--- config.mk ---
export PLATFORM = sky130hd
export DESIGN_NAME = hpi_access_controller
export DESIGN_NICKNAME = d
export VERILOG_FILES = /design/src/rtl/hpi_access_controller.sv
export SDC_FILE = /design/constraint.sdc
export NUM_CORES = 1
export LEC_CHECK = 0
export ABC_AREA = 1
export CAP_MARGIN = 20
export CORE_MARGIN = 2
export CORE_UTILIZATION = 30
export DETAILED_ROUTE_END_ITERATION = 8
export PLACE_DENSITY = 0.65
export SKIP_LAST_GASP = 1
export SLEW_MARGIN = 15
export SYNTH_ARGS = -nofsm -noshare
export SYNTH_HDL_FRONTEND = slang
export SYNTH_SLANG_ARGS = --single-unit
--- constraint.sdc ---
create_clock -name Clk -period 4 [get_ports Clk]
set_clock_uncertainty 0.15 [all_clocks]
set_input_delay 0.8 -clock Clk [delete_from_list [all_inputs] [get_ports Clk]]
set_output_delay 0.8 -clock Clk [all_outputs]
set_load 0.1 [all_outputs]
--- src/rtl/hpi_access_controller.sv ---
// HPI bus sequencer for the CY7C67200: round-robin arbitration between two requesters,
// direct register or address+data memory transactions with programmable strobe/recovery timing.
module hpi_access_controller #(
    parameter int STROBE_CYCLES = 2,
    parameter int GAP_CYCLES    = 1
) (
    input  logic        Clk,
    input  logic        Reset,
    input  logic        req0,
    input  logic        req1,
    input  logic        req0_we,
    input  logic        req1_we,
    input  logic        req0_direct,
    input  logic        req1_direct,
    input  logic [1:0]  req0_reg,
    input  logic [1:0]  req1_reg,
    input  logic [15:0] req0_addr,
    input  logic [15:0] req1_addr,
    input  logic [15:0] req0_wdata,
    input  logic [15:0] req1_wdata,
    output logic        req0_done,
    output logic        req1_done,
    output logic [15:0] rdata,
    output logic        busy,
    output logic        hpi_cs_n,
    output logic        hpi_r_n,
    output logic        hpi_w_n,
    output logic [1:0]  hpi_addr,
    output logic [15:0] hpi_data_out,
    output logic        hpi_data_oe,
    input  logic [15:0] hpi_data_in
);
    typedef enum logic [2:0] {S_IDLE, S_SETUP, S_STROBE, S_HOLD, S_GAP, S_DONE} state_t;

    localparam logic [7:0] STROBE_LOAD = 8'(STROBE_CYCLES - 1);
    localparam logic [7:0] GAP_LOAD    = 8'(GAP_CYCLES - 1);

    state_t      state, state_nx;
    logic [7:0]  cnt, cnt_nx;
    logic        phase, phase_nx;          // 0 = ADDR phase, 1 = DATA phase
    logic        grant, grant_nx;
    logic        last_grant, last_grant_nx;
    logic        cap_we, cap_we_nx;
    logic        cap_direct, cap_direct_nx;
    logic [1:0]  cap_reg, cap_reg_nx;
    logic [15:0] cap_addr, cap_addr_nx;
    logic [15:0] cap_wdata, cap_wdata_nx;
    logic [15:0] rdata_nx, data_out_nx;
    logic [1:0]  addr_nx;
    logic        cs_n_nx, r_n_nx, w_n_nx, oe_nx, done0_nx, done1_nx;
    logic        pick, phase_end, wr_cycle;

    always_ff @(posedge Clk) begin
        if (Reset) begin
            state        <= S_IDLE;
            cnt          <= 8'd0;
            phase        <= 1'b0;
            grant        <= 1'b0;
            last_grant   <= 1'b1;
            cap_we       <= 1'b0;
            cap_direct   <= 1'b0;
            cap_reg      <= 2'b00;
            cap_addr     <= 16'h0000;
            cap_wdata    <= 16'h0000;
            rdata        <= 16'h0000;
            busy         <= 1'b0;
            hpi_cs_n     <= 1'b1;
            hpi_r_n      <= 1'b1;
            hpi_w_n      <= 1'b1;
            hpi_addr     <= 2'b00;
            hpi_data_out <= 16'h0000;
            hpi_data_oe  <= 1'b0;
            req0_done    <= 1'b0;
            req1_done    <= 1'b0;
        end else begin
            state        <= state_nx;
            cnt          <= cnt_nx;
            phase        <= phase_nx;
            grant        <= grant_nx;
            last_grant   <= last_grant_nx;
            cap_we       <= cap_we_nx;
            cap_direct   <= cap_direct_nx;
            cap_reg      <= cap_reg_nx;
            cap_addr     <= cap_addr_nx;
            cap_wdata    <= cap_wdata_nx;
            rdata        <= rdata_nx;
            busy         <= (state_nx != S_IDLE);
            hpi_cs_n     <= cs_n_nx;
            hpi_r_n      <= r_n_nx;
            hpi_w_n      <= w_n_nx;
            hpi_addr     <= addr_nx;
            hpi_data_out <= data_out_nx;
            hpi_data_oe  <= oe_nx;
            req0_done    <= done0_nx;
            req1_done    <= done1_nx;
        end
    end

    always_comb begin
        state_nx      = state;
        cnt_nx        = cnt;
        phase_nx      = phase;
        grant_nx      = grant;
        last_grant_nx = last_grant;
        cap_we_nx     = cap_we;
        cap_direct_nx = cap_direct;
        cap_reg_nx    = cap_reg;
        cap_addr_nx   = cap_addr;
        cap_wdata_nx  = cap_wdata;
        rdata_nx      = rdata;
        pick          = 1'b0;
        phase_end     = 1'b0;

        case (state)
            S_IDLE: begin
                if (req0 || req1) begin
                    pick          = (req0 && req1) ? ~last_grant : req1;
                    grant_nx      = pick;
                    last_grant_nx = pick;
                    cap_we_nx     = pick ? req1_we     : req0_we;
                    cap_direct_nx = pick ? req1_direct : req0_direct;
                    cap_reg_nx    = pick ? req1_reg    : req0_reg;
                    cap_addr_nx   = pick ? req1_addr   : req0_addr;
                    cap_wdata_nx  = pick ? req1_wdata  : req0_wdata;
                    // direct accesses skip the ADDR phase entirely
                    phase_nx      = pick ? req1_direct : req0_direct;
                    state_nx      = S_SETUP;
                end
            end
            S_SETUP: begin
                state_nx = S_STROBE;
                cnt_nx   = STROBE_LOAD;
            end
            S_STROBE: begin
                if (cnt == 8'd0) begin
                    state_nx = S_HOLD;
                    if (phase && !cap_we)
                        rdata_nx = hpi_data_in;
                end else begin
                    cnt_nx = cnt - 8'd1;
                end
            end
            S_HOLD: begin
                if (GAP_CYCLES == 0) begin
                    phase_end = 1'b1;
                end else begin
                    state_nx = S_GAP;
                    cnt_nx   = GAP_LOAD;
                end
            end
            S_GAP: begin
                if (cnt == 8'd0) phase_end = 1'b1;
                else             cnt_nx    = cnt - 8'd1;
            end
            S_DONE:  state_nx = S_IDLE;
            default: state_nx = S_IDLE;
        endcase

        if (phase_end) begin
            if (!phase) begin
                phase_nx = 1'b1;
                state_nx = S_SETUP;
            end else begin
                state_nx = S_DONE;
            end
        end
    end

    // Bus outputs are registered, so they are derived from the state being entered.
    always_comb begin
        wr_cycle    = !phase_nx || cap_we_nx;
        cs_n_nx     = 1'b1;
        r_n_nx      = 1'b1;
        w_n_nx      = 1'b1;
        addr_nx     = hpi_addr;
        data_out_nx = hpi_data_out;
        oe_nx       = hpi_data_oe;
        done0_nx    = 1'b0;
        done1_nx    = 1'b0;

        case (state_nx)
            S_SETUP: begin
                cs_n_nx = 1'b0;
                addr_nx = !phase_nx ? 2'b10 : (cap_direct_nx ? cap_reg_nx : 2'b00);
                oe_nx   = wr_cycle;
                if (wr_cycle)
                    data_out_nx = !phase_nx ? cap_addr_nx : cap_wdata_nx;
            end
            S_STROBE: begin
                cs_n_nx = 1'b0;
                w_n_nx  = ~wr_cycle;
                r_n_nx  = wr_cycle;
            end
            S_HOLD: cs_n_nx = 1'b0;
            S_GAP:  oe_nx   = 1'b0;
            S_DONE: begin
                oe_nx    = 1'b0;
                done0_nx = ~grant_nx;
                done1_nx = grant_nx;
            end
            default: oe_nx = 1'b0;
        endcase
    end
endmodule

==> flow_summary.rst, run 1 <==
.. list-table::
   :header-rows: 1

   * - Metric
     - Value
   * - Final standard cell area without fillers
     - 6020 um2
   * - Number of endpoints failing setup at the final stage
     - 0
   * - Cells resized by post-CTS repair
     - 0
   * - Instance area at placement
     - between 5000 and 6000 um2
   * - Number of buffer and inverter stages on the critical path
     - 1
   * - Number of buffers created by CTS
     - 9
   * - Pins over their slew limit
     - 0
   * - Initial antenna violation count
     - 0
   * - Total length of routed wires
     - 11,400 um
   * - Met2 Resource Use GR
     - a little over a quarter
   * - Final Net Count
     - ~860
   * - Effective utilization at floorplan
     - a little under a third
   * - Highest net fanout along the worst path
     - 2
   * - Startpoint type of the worst setup path
     - register
   * - Slew @ Worst Pin
     - between 1 and 1.5 ns
   * - Clock network latency to the later pin of the worst-skew pair
     - 0.34 ns
   * - Remaining DRCs
     - 0
   * - Cts-stage hold buffer count
     - 0
   * - Placeable core area
     - 13,900 um2
   * - Fraction of final layout cells with drive strength greater than 1
     - between 5 and 6%
   * - Setup TNS
     - 0 ns
   * - Worst hold path endpoint
     - rdata[8]$_SDFFE_PP0P_
   * - Post-Syn Instances
     - approximately 640
   * - Startpoint of the worst-slack reg-to-reg timing path
     - cnt[0]$_SDFFE_PP0P_
   * - Detail-routed net length per standard cell
     - 12.0 um
   * - Pin count of the biggest net entering global routing
     - 45
   * - Die footprint
     - about 15,000 um2
   * - Global routing met3 resource utilization
     - 5.44%
   * - Worst-case register-to-register setup slack
     - approximately 1.8 ns
   * - Final Hold Slack
     - just under 0.3 ns
   * - Peak ir drop on the vdd network
     - about 0.0004 V
   * - Crit path capture type
     - primary output
   * - CTS tree
     - built
   * - Number of buffers between clock root and the deepest sink
     - 2
   * - Hold depth
     - 2
   * - Worst Path Required
     - a little over 3 ns
   * - Count of standard-cell rows
     - 43
   * - Combined global-route utilization of all metal layers
     - between 10% and 20%
   * - DIE HEIGHT
     - around 120 um
   * - Ys Warns
     - 0
   * - Horizontal die dimension
     - between 100 and 150 um
   * - Final weighted congestion in routability-driven placement
     - 0.767
   * - Nets in the synthesized netlist
     - 736
   * - Startpoint of the lowest-slack hold path
     - rdata[8]$_SDFFE_PP0P_
   * - Main area contributors after synthesis
     - sky130_fd_sc_hd__dfxtp_1, sky130_fd_sc_hd__nand2_1, sky130_fd_sc_hd__nor2_1
   * - Master of the slowest instance on the critical path
     - sky130_fd_sc_hd__clkdlybuf4s50_1
   * - Highest attainable clock frequency
     - around 360 MHz
   * - Antenna-violating nets left
     - 0
   * - Remaining global-route overflow
     - 0
   * - Drt pass-1 iters
     - 4
   * - Worst hold-check path type
     - reg -> reg
   * - Critical Path AT
     - 1.86 ns
   * - H-Tree Depth
     - 3
   * - Average instance area after synthesis
     - 6.63 um2
   * - Clock Sink Count
     - 91
   * - Filler cell count in the final layout
     - approximately 1,500
   * - Clock Pin Slew Worst Setup and Hold Paths
     - about 0.070 ns
   * - Met1 demand-to-capacity share in global routing
     - 19.6%
   * - Initial detailed-routing violation count
     - between 200 and 250
   * - Final Hold Violating Endpoints
     - 0
   * - R2r endpoint
     - hpi_data_out[4]$_SDFFE_PP0P_
   * - Post-CTS Setup Repair Bufs
     - 0
   * - ANT cells
     - 0
   * - HPWL after detailed placement
     - just over 8000 um
   * - Cell area after synthesis
     - 4260 um2
   * - Port bufs
     - approximately 130
   * - Outcome
     - completed
   * - Static Leakage
     - between 2 and 3 nW
   * - Part of the Yosys area used for sequential elements
     - roughly 43%
   * - Cell family with the largest share of critical-path delay
     - buffers and inverters
   * - Worst slew margin relative to its limit
     - 32.0%
   * - Power Dens Cells
     - approximately 730 nW/um2
   * - I/O pins
     - 133
   * - Portion of synthesized cell area occupied by the leading cell type
     - a little over two fifths
   * - Worst R2R Path Depth
     - 11
   * - Max-capacitance violation count
     - 0
   * - Drt via density
     - roughly 4.3
   * - Buffer cell driving the clock tree root
     - sky130_fd_sc_hd__clkbuf_16
   * - RSZ-0062 raised after global routing
     - no
   * - Shortest clock period the worst path allows after layout
     - around 2.8 ns
   * - Final cycle utilization of the critical path
     - between 70% and 80%
   * - Setup CP Type
     - reg -> out
   * - Synthesis-stage register bit count
     - a little over 90
   * - Via count of the first global-routing pass
     - ~4,000
   * - Maximum single-stage delay on the critical path
     - approximately 1.2 ns
   * - Dominant cell type by area after synthesis
     - sky130_fd_sc_hd__dfxtp_1
   * - Cells along the critical path
     - clkdlybuf4s50_1
   * - Layer with the highest usage
     - met2
   * - Via Count
     - about 4,100
   * - Global-route wire length before repair
     - ~19,000 um
   * - Relative area change from synthesis to final layout
     - 41.4%
   * - Number of library cell types mapped by synthesis
     - 27
## per-layer routing
metal  vias up  share of wire [%]
met4         0                1.6
met3        13                6.6
li1       2195                  -
met1      1762                 45
met2       109                 47
met5         -                  0
## how the worst max path moves through the flow
stage,from,end,slack (ns),cells after the start
2_1_floorplan,req0,hpi_data_out[10]$_SDFFE_PP0P_,1.92,12
3_3_place_gp,req0,hpi_data_out[6]$_SDFFE_PP0P_,0.97,12
3_5_place_dp,req0,hpi_data_out[0]$_SDFFE_PP0P_,0.89,12
4_1_cts,hpi_data_out[4]$_SDFFE_PP0P_,hpi_data_out[4],1.16,1
5_1_grt,req0,hpi_data_out[4]$_SDFFE_PP0P_,0.95,13
6_report,hpi_data_out[12]$_SDFFE_PP0P_,hpi_data_out[12],1.19,1
## cell type report
cell class | instances | area (um2) | share of cell area (%)
flip-flops and latches | 91 | 1820 | 30.3
multi-input cells | 427 | 1930 | 32.1
clock buffers | 11 | 253 | 4.20
well taps | 180 | 225 | 3.74
clock inverters | 5 | 61.3 | 1.02
repair buffers | 139 | 1380 | 22.9
inverters | 93 | 349 | 5.80
## logic make-up after synthesis
logic type / after synthesis / share of synthesized area (%)
simple gates: 321 / 31.1
buf+inv: 124 / 11.8
compound gates: 101 / 13.1
flops: 91 / 42.8
xor+xnor: 3 / 0.617
fa+ha+maj: 2 / 0.587
## stage by stage
stage / std cells / utilization (%) / total power (W) / setup slack, ns
6_report: 946 / 43.4 / 0.00439 / 1.19
5_1_grt: 946 / 43.4 / 0.00475 / 0.950
4_1_cts: 945 / 43.3 / 0.00444 / 1.16
3_5_place_dp: 929 / 41.0 / 0.00353 / 0.892
3_3_place_gp: 929 / 41.0 / 0.00352 / 0.966
2_1_floorplan: 642 / - / 0.00304 / 1.92
## cells in the final DEF (no fill, tap or decap), types with 3 or more instances in the layout
master                            synthesis  routed
sky130_fd_sc_hd__nand2_1                181     181
sky130_fd_sc_hd__clkdlybuf4s50_1          0     131
sky130_fd_sc_hd__nor2_1                  93      93
sky130_fd_sc_hd__dfxtp_1                 91      91
sky130_fd_sc_hd__inv_1                   89      89
sky130_fd_sc_hd__o21ai_0                 45      45
sky130_fd_sc_hd__nand3_1                 29      29
sky130_fd_sc_hd__a21oi_1                 26      26
sky130_fd_sc_hd__o21a_1                  17      17
sky130_fd_sc_hd__o21ai_1                 10      10
sky130_fd_sc_hd__clkbuf_16                0       9
sky130_fd_sc_hd__nand2_2                  6       6
sky130_fd_sc_hd__buf_4                    2       6
sky130_fd_sc_hd__nor2_4                   4       4
sky130_fd_sc_hd__inv_2                    4       4
sky130_fd_sc_hd__xor2_1                   3       3
sky130_fd_sc_hd__clkinvlp_4               0       3
## synthesized netlist by cell type, drive strengths merged
cell type,n
nor2,98
o21a,17
a211oi,1
dfxtp,91
nand3,31
buf,16
xor2,3
ha,2
nand2,188
or2,1
o21ai,57
inv,93
clkbuf,15
nor3,1
a21oi,26
nand4,2
## where the power goes
part	leakage, nW	internal, W	total, W	switching, W
Clock	0.144	0.000520	0.000887	0.000368
Combinational	1.77	0.000674	0.00224	0.00157
Sequential	0.749	0.00115	0.00126	0.000110
Total	2.66	0.00235	0.00439	0.00204
Power figures use the tool's default switching activity.
==> inputs of run 2 (changes only) <==
- PLACE_DENSITY: 0.65 -> 0.67
- clock period: 4 -> 2.3 ns (I/O delays scaled with it)
==> run 2 against run 1 <==
Compared with the run above: die area is the same; largest power group unchanged; worst hold slack lost 0.0044 ns; sequential cell count is the same; clock-buffer cell count grew 2; utilization grew 1.2 points.
==> flow_summary.rst, run 2 (same netlist as run 1, synthesis figures left out) <==
.. list-table::
   :header-rows: 1

   * - Metric
     - Value
   * - Remaining global-route overflow
     - 0 (unchanged)
   * - Number of buffers created by CTS
     - 9 (unchanged)
   * - Shortest clock period the worst path allows after layout
     - 2.07 ns
   * - Crit path capture type
     - register (was primary output)
   * - Cells along the critical path
     - clkdlybuf4s50_1 > nor2_1 > buf_4 > nor2_4 > buf_4 > nand3_1 > o21ai_2 > nand2_2 > nand2_4 > buf_12 > nand2_1 > nand2_1 > nor2_1 (was clkdlybuf4s50_1)
   * - Post-CTS Setup Repair Bufs
     - 0 (unchanged)
   * - Clock Pin Slew Worst Setup and Hold Paths
     - 0.07 ns (about the same)
   * - Flip-flop and latch area
     - 1820 um2 (unchanged)
   * - Max-capacitance violation count
     - 0 (unchanged)
   * - Effective utilization at floorplan
     - 30.7% (unchanged)
   * - Area taken by multi-input logic gates
     - 1930 um2 (unchanged)
   * - Peak ir drop on the vdd network
     - 0.00107 V (was 0.000389 V)
   * - Antenna-violating nets left
     - 0 (unchanged)
   * - Master of the slowest instance on the critical path
     - sky130_fd_sc_hd__clkdlybuf4s50_1 (unchanged)
   * - Cts-stage hold buffer count
     - 0 (unchanged)
   * - Detail-routed net length per standard cell
     - 11.7 um (was 12.0 um)
   * - Highest net fanout along the worst path
     - 16 (was 2)
   * - DIE HEIGHT
     - 123 um (unchanged)
   * - Die footprint
     - 15,200 um2 (unchanged)
   * - Final Net Count
     - 883 (was 855)
   * - Static Leakage
     - 2.89 nW (was 2.66 nW)
   * - Cells resized by post-CTS repair
     - 0 (unchanged)
   * - Slew @ Worst Pin
     - 0.388 ns (was 1.02 ns)
   * - Psw
     - 0.00361 W (was 0.00204 W)
   * - Outcome
     - completed (unchanged)
   * - Relative area change from synthesis to final layout
     - 45.4% (was 41.4%)
   * - Pins over their slew limit
     - 0 (unchanged)
   * - Highest attainable clock frequency
     - ~480 MHz
   * - Initial detailed-routing violation count
     - 154 (was 232)
   * - Number of endpoints failing setup at the final stage
     - 0 (unchanged)
   * - Port bufs
     - 132 (unchanged)
   * - Via Count
     - 4,204 (was 4,079)
   * - Placeable core area
     - 13,900 um2 (unchanged)
   * - H-Tree Depth
     - 3 (unchanged)
   * - Drt via density
     - 4.32 (was 4.31)
   * - Number of buffer and inverter stages on the critical path
     - 4 (was 1)
   * - Combined global-route utilization of all metal layers
     - 15.7% (was 15.9%)
   * - Leading cell type in the layout, fill and taps excluded
     - sky130_fd_sc_hd__nand2_1 (unchanged)
   * - Drt pass-1 iters
     - 4 (unchanged)
   * - RSZ-0062 raised after global routing
     - no (unchanged)
   * - I/O pins
     - 133 (unchanged)
   * - Worst slew margin relative to its limit
     - 74.1% (was 32.0%)
   * - Remaining DRCs
     - 0 (unchanged)
   * - Final Hold Violating Endpoints
     - 0 (unchanged)
   * - Worst hold-check path type
     - reg -> reg (unchanged)
   * - Number of buffers between clock root and the deepest sink
     - 2 (unchanged)
   * - Setup CP Type
     - in -> reg (was reg -> out)
   * - Sequential group share of total power
     - 27.8% (was 28.8%)
   * - Global-route wire length before repair
     - 18,200 um (was 18,600 um)
   * - Cell family with the largest share of critical-path delay
     - buffers and inverters (unchanged)
   * - Switching Share
     - 45.6% (was 46.5%)
   * - Startpoint type of the worst setup path
     - input port (was register)
   * - Final weighted congestion in routability-driven placement
     - 0.853 (was 0.767)
   * - Clock power frac
     - 18.2% (was 20.2%)
   * - Worst Path Required
     - 2.39 ns (was 3.05 ns)
   * - Via count of the first global-routing pass
     - 3,874 (was 3,910)
   * - Critical Path AT
     - 2.16 ns (was 1.86 ns)
   * - Design internal power
     - 0.00431 W (was 0.00235 W)
   * - ANT cells
     - 0 (unchanged)
   * - CTS tree
     - built (unchanged)
   * - Total length of routed wires
     - 11,400 um (about the same)
   * - Share of the core filled with cells in the final layout
     - 44.6% (was 43.4%)
   * - Most used cells in the layout excluding fill and tap cells
     - sky130_fd_sc_hd__nand2_1, sky130_fd_sc_hd__nor2_1, sky130_fd_sc_hd__dfxtp_1, sky130_fd_sc_hd__clkdlybuf4s50_1, sky130_fd_sc_hd__inv_1 (was sky130_fd_sc_hd__nand2_1, sky130_fd_sc_hd__clkdlybuf4s50_1, sky130_fd_sc_hd__nor2_1, sky130_fd_sc_hd__dfxtp_1, sky130_fd_sc_hd__inv_1)
   * - Power Dens Cells
     - 1280 nW/um2 (was 729 nW/um2)
   * - Pin count of the biggest net entering global routing
     - 35 (was 45)
   * - HPWL after detailed placement
     - 8750 um (was 8220 um)
   * - Filler cell count in the final layout
     - 1,450 (was 1,467)
   * - Final cycle utilization of the critical path
     - ~90%
   * - Count of standard-cell rows
     - 43 (unchanged)
   * - Power share of the combinational group
     - 54.0% (was 51.0%)
   * - Setup TNS
     - 0 ns (unchanged)
   * - Buffer cell driving the clock tree root
     - sky130_fd_sc_hd__clkbuf_16 (unchanged)
   * - Horizontal die dimension
     - 123 um (unchanged)
   * - Initial antenna violation count
     - 0 (unchanged)
   * - Maximum single-stage delay on the critical path
     - 0.51 ns (was 1.15 ns)
   * - Fraction of final layout cells with drive strength greater than 1
     - 14.1% (was 5.87%)
   * - Clock network latency to the later pin of the worst-skew pair
     - 0.34 ns (about the same)
   * - Clock Sink Count
     - 91 (unchanged)
[run 2: changes by cell type in the layout (fill, tap and decap cells not counted), sizes merged]
cell / delta
bufinv: -1
clkbuf: +2
clkinv: +1
clkdlybuf4s50: -40
buf: +68
clkinvlp: -2
[run 2: metal layers]
metal / vias to the layer above / global-route usage [%] / wire length [um]
li1: 2255 / - / -
met1: 1816 / 18.0 / 4990
met2: 121 / 28.1 / 5590
met3: 12 / 5.12 / 702
met4: 0 / 3.62 / 112
met5: - / 0 / 0
[run 2: power by group through the flow]
| stage | Clock (W) | Combinational [W] | Sequential (W) |
|---|---|---|---|
| 2_1_floorplan | 0 | 0.00208 | 0.00321 |
| 3_3_place_gp | 0 | 0.00428 | 0.00223 |
| 3_5_place_dp | 0 | 0.00431 | 0.00223 |
| 4_1_cts | 0.00148 | 0.00433 | 0.00221 |
| 5_1_grt | 0.00155 | 0.00475 | 0.00225 |
| 6_report | 0.00144 | 0.00428 | 0.00220 |
[run 2: through the flow]
step	total power (W)	area, um2	hold WS (ns)	setup slack [ns]	instances
4_1_cts	0.00801	6190	0.293	0.220	974
5_1_grt	0.00855	6190	0.311	0.0574	974
3_3_place_gp	0.00651	5900	0.281	-0.127	958
6_report	0.00792	6190	0.289	0.229	974
3_5_place_dp	0.00655	5900	0.284	-0.142	958
2_1_floorplan	0.00529	4260	0.279	0.498	642
[run 2: layout make-up]
cell class	instances	area share [%]
clock buffer	13	4.37
clock inverter	3	0.344
inverter	93	5.64
multi-input combinational	427	31.2
sequential	91	29.4
tap	180	3.64
timing repair buffer	167	25.3
[run 2: path summary, 6_finish.rpt]
path / startpoint / endpoint / slack [ns] / cells past startpoint
setup / recovery: req0 / hpi_data_out[12]$_SDFFE_PP0P_ / 0.23 / 13
hold / removal: rdata[13]$_SDFFE_PP0P_ / rdata[13]$_SDFFE_PP0P_ / 0.29 / 2
setup reg to reg: cnt[0]$_SDFFE_PP0P_ / hpi_data_out[7]$_SDFFE_PP0P_ / 0.36 / 12
hold reg to reg: rdata[13]$_SDFFE_PP0P_ / rdata[13]$_SDFFE_PP0P_ / 0.29 / 2
[run 2: worst register-to-register path: stages, from the launching register on]
cell,delay (ns)
sky130_fd_sc_hd__dfxtp_1,0.31
sky130_fd_sc_hd__inv_1,0.11
sky130_fd_sc_hd__ha_1,0.19
sky130_fd_sc_hd__nand3_1,0.12
sky130_fd_sc_hd__nor2_4,0.17
sky130_fd_sc_hd__nand2_2,0.11
sky130_fd_sc_hd__nand3_2,0.09
sky130_fd_sc_hd__nand2_2,0.07
sky130_fd_sc_hd__nor2_4,0.11
sky130_fd_sc_hd__nand2_4,0.09
sky130_fd_sc_hd__buf_12,0.16
sky130_fd_sc_hd__nor2_1,0.11
sky130_fd_sc_hd__nor2_1,0.06
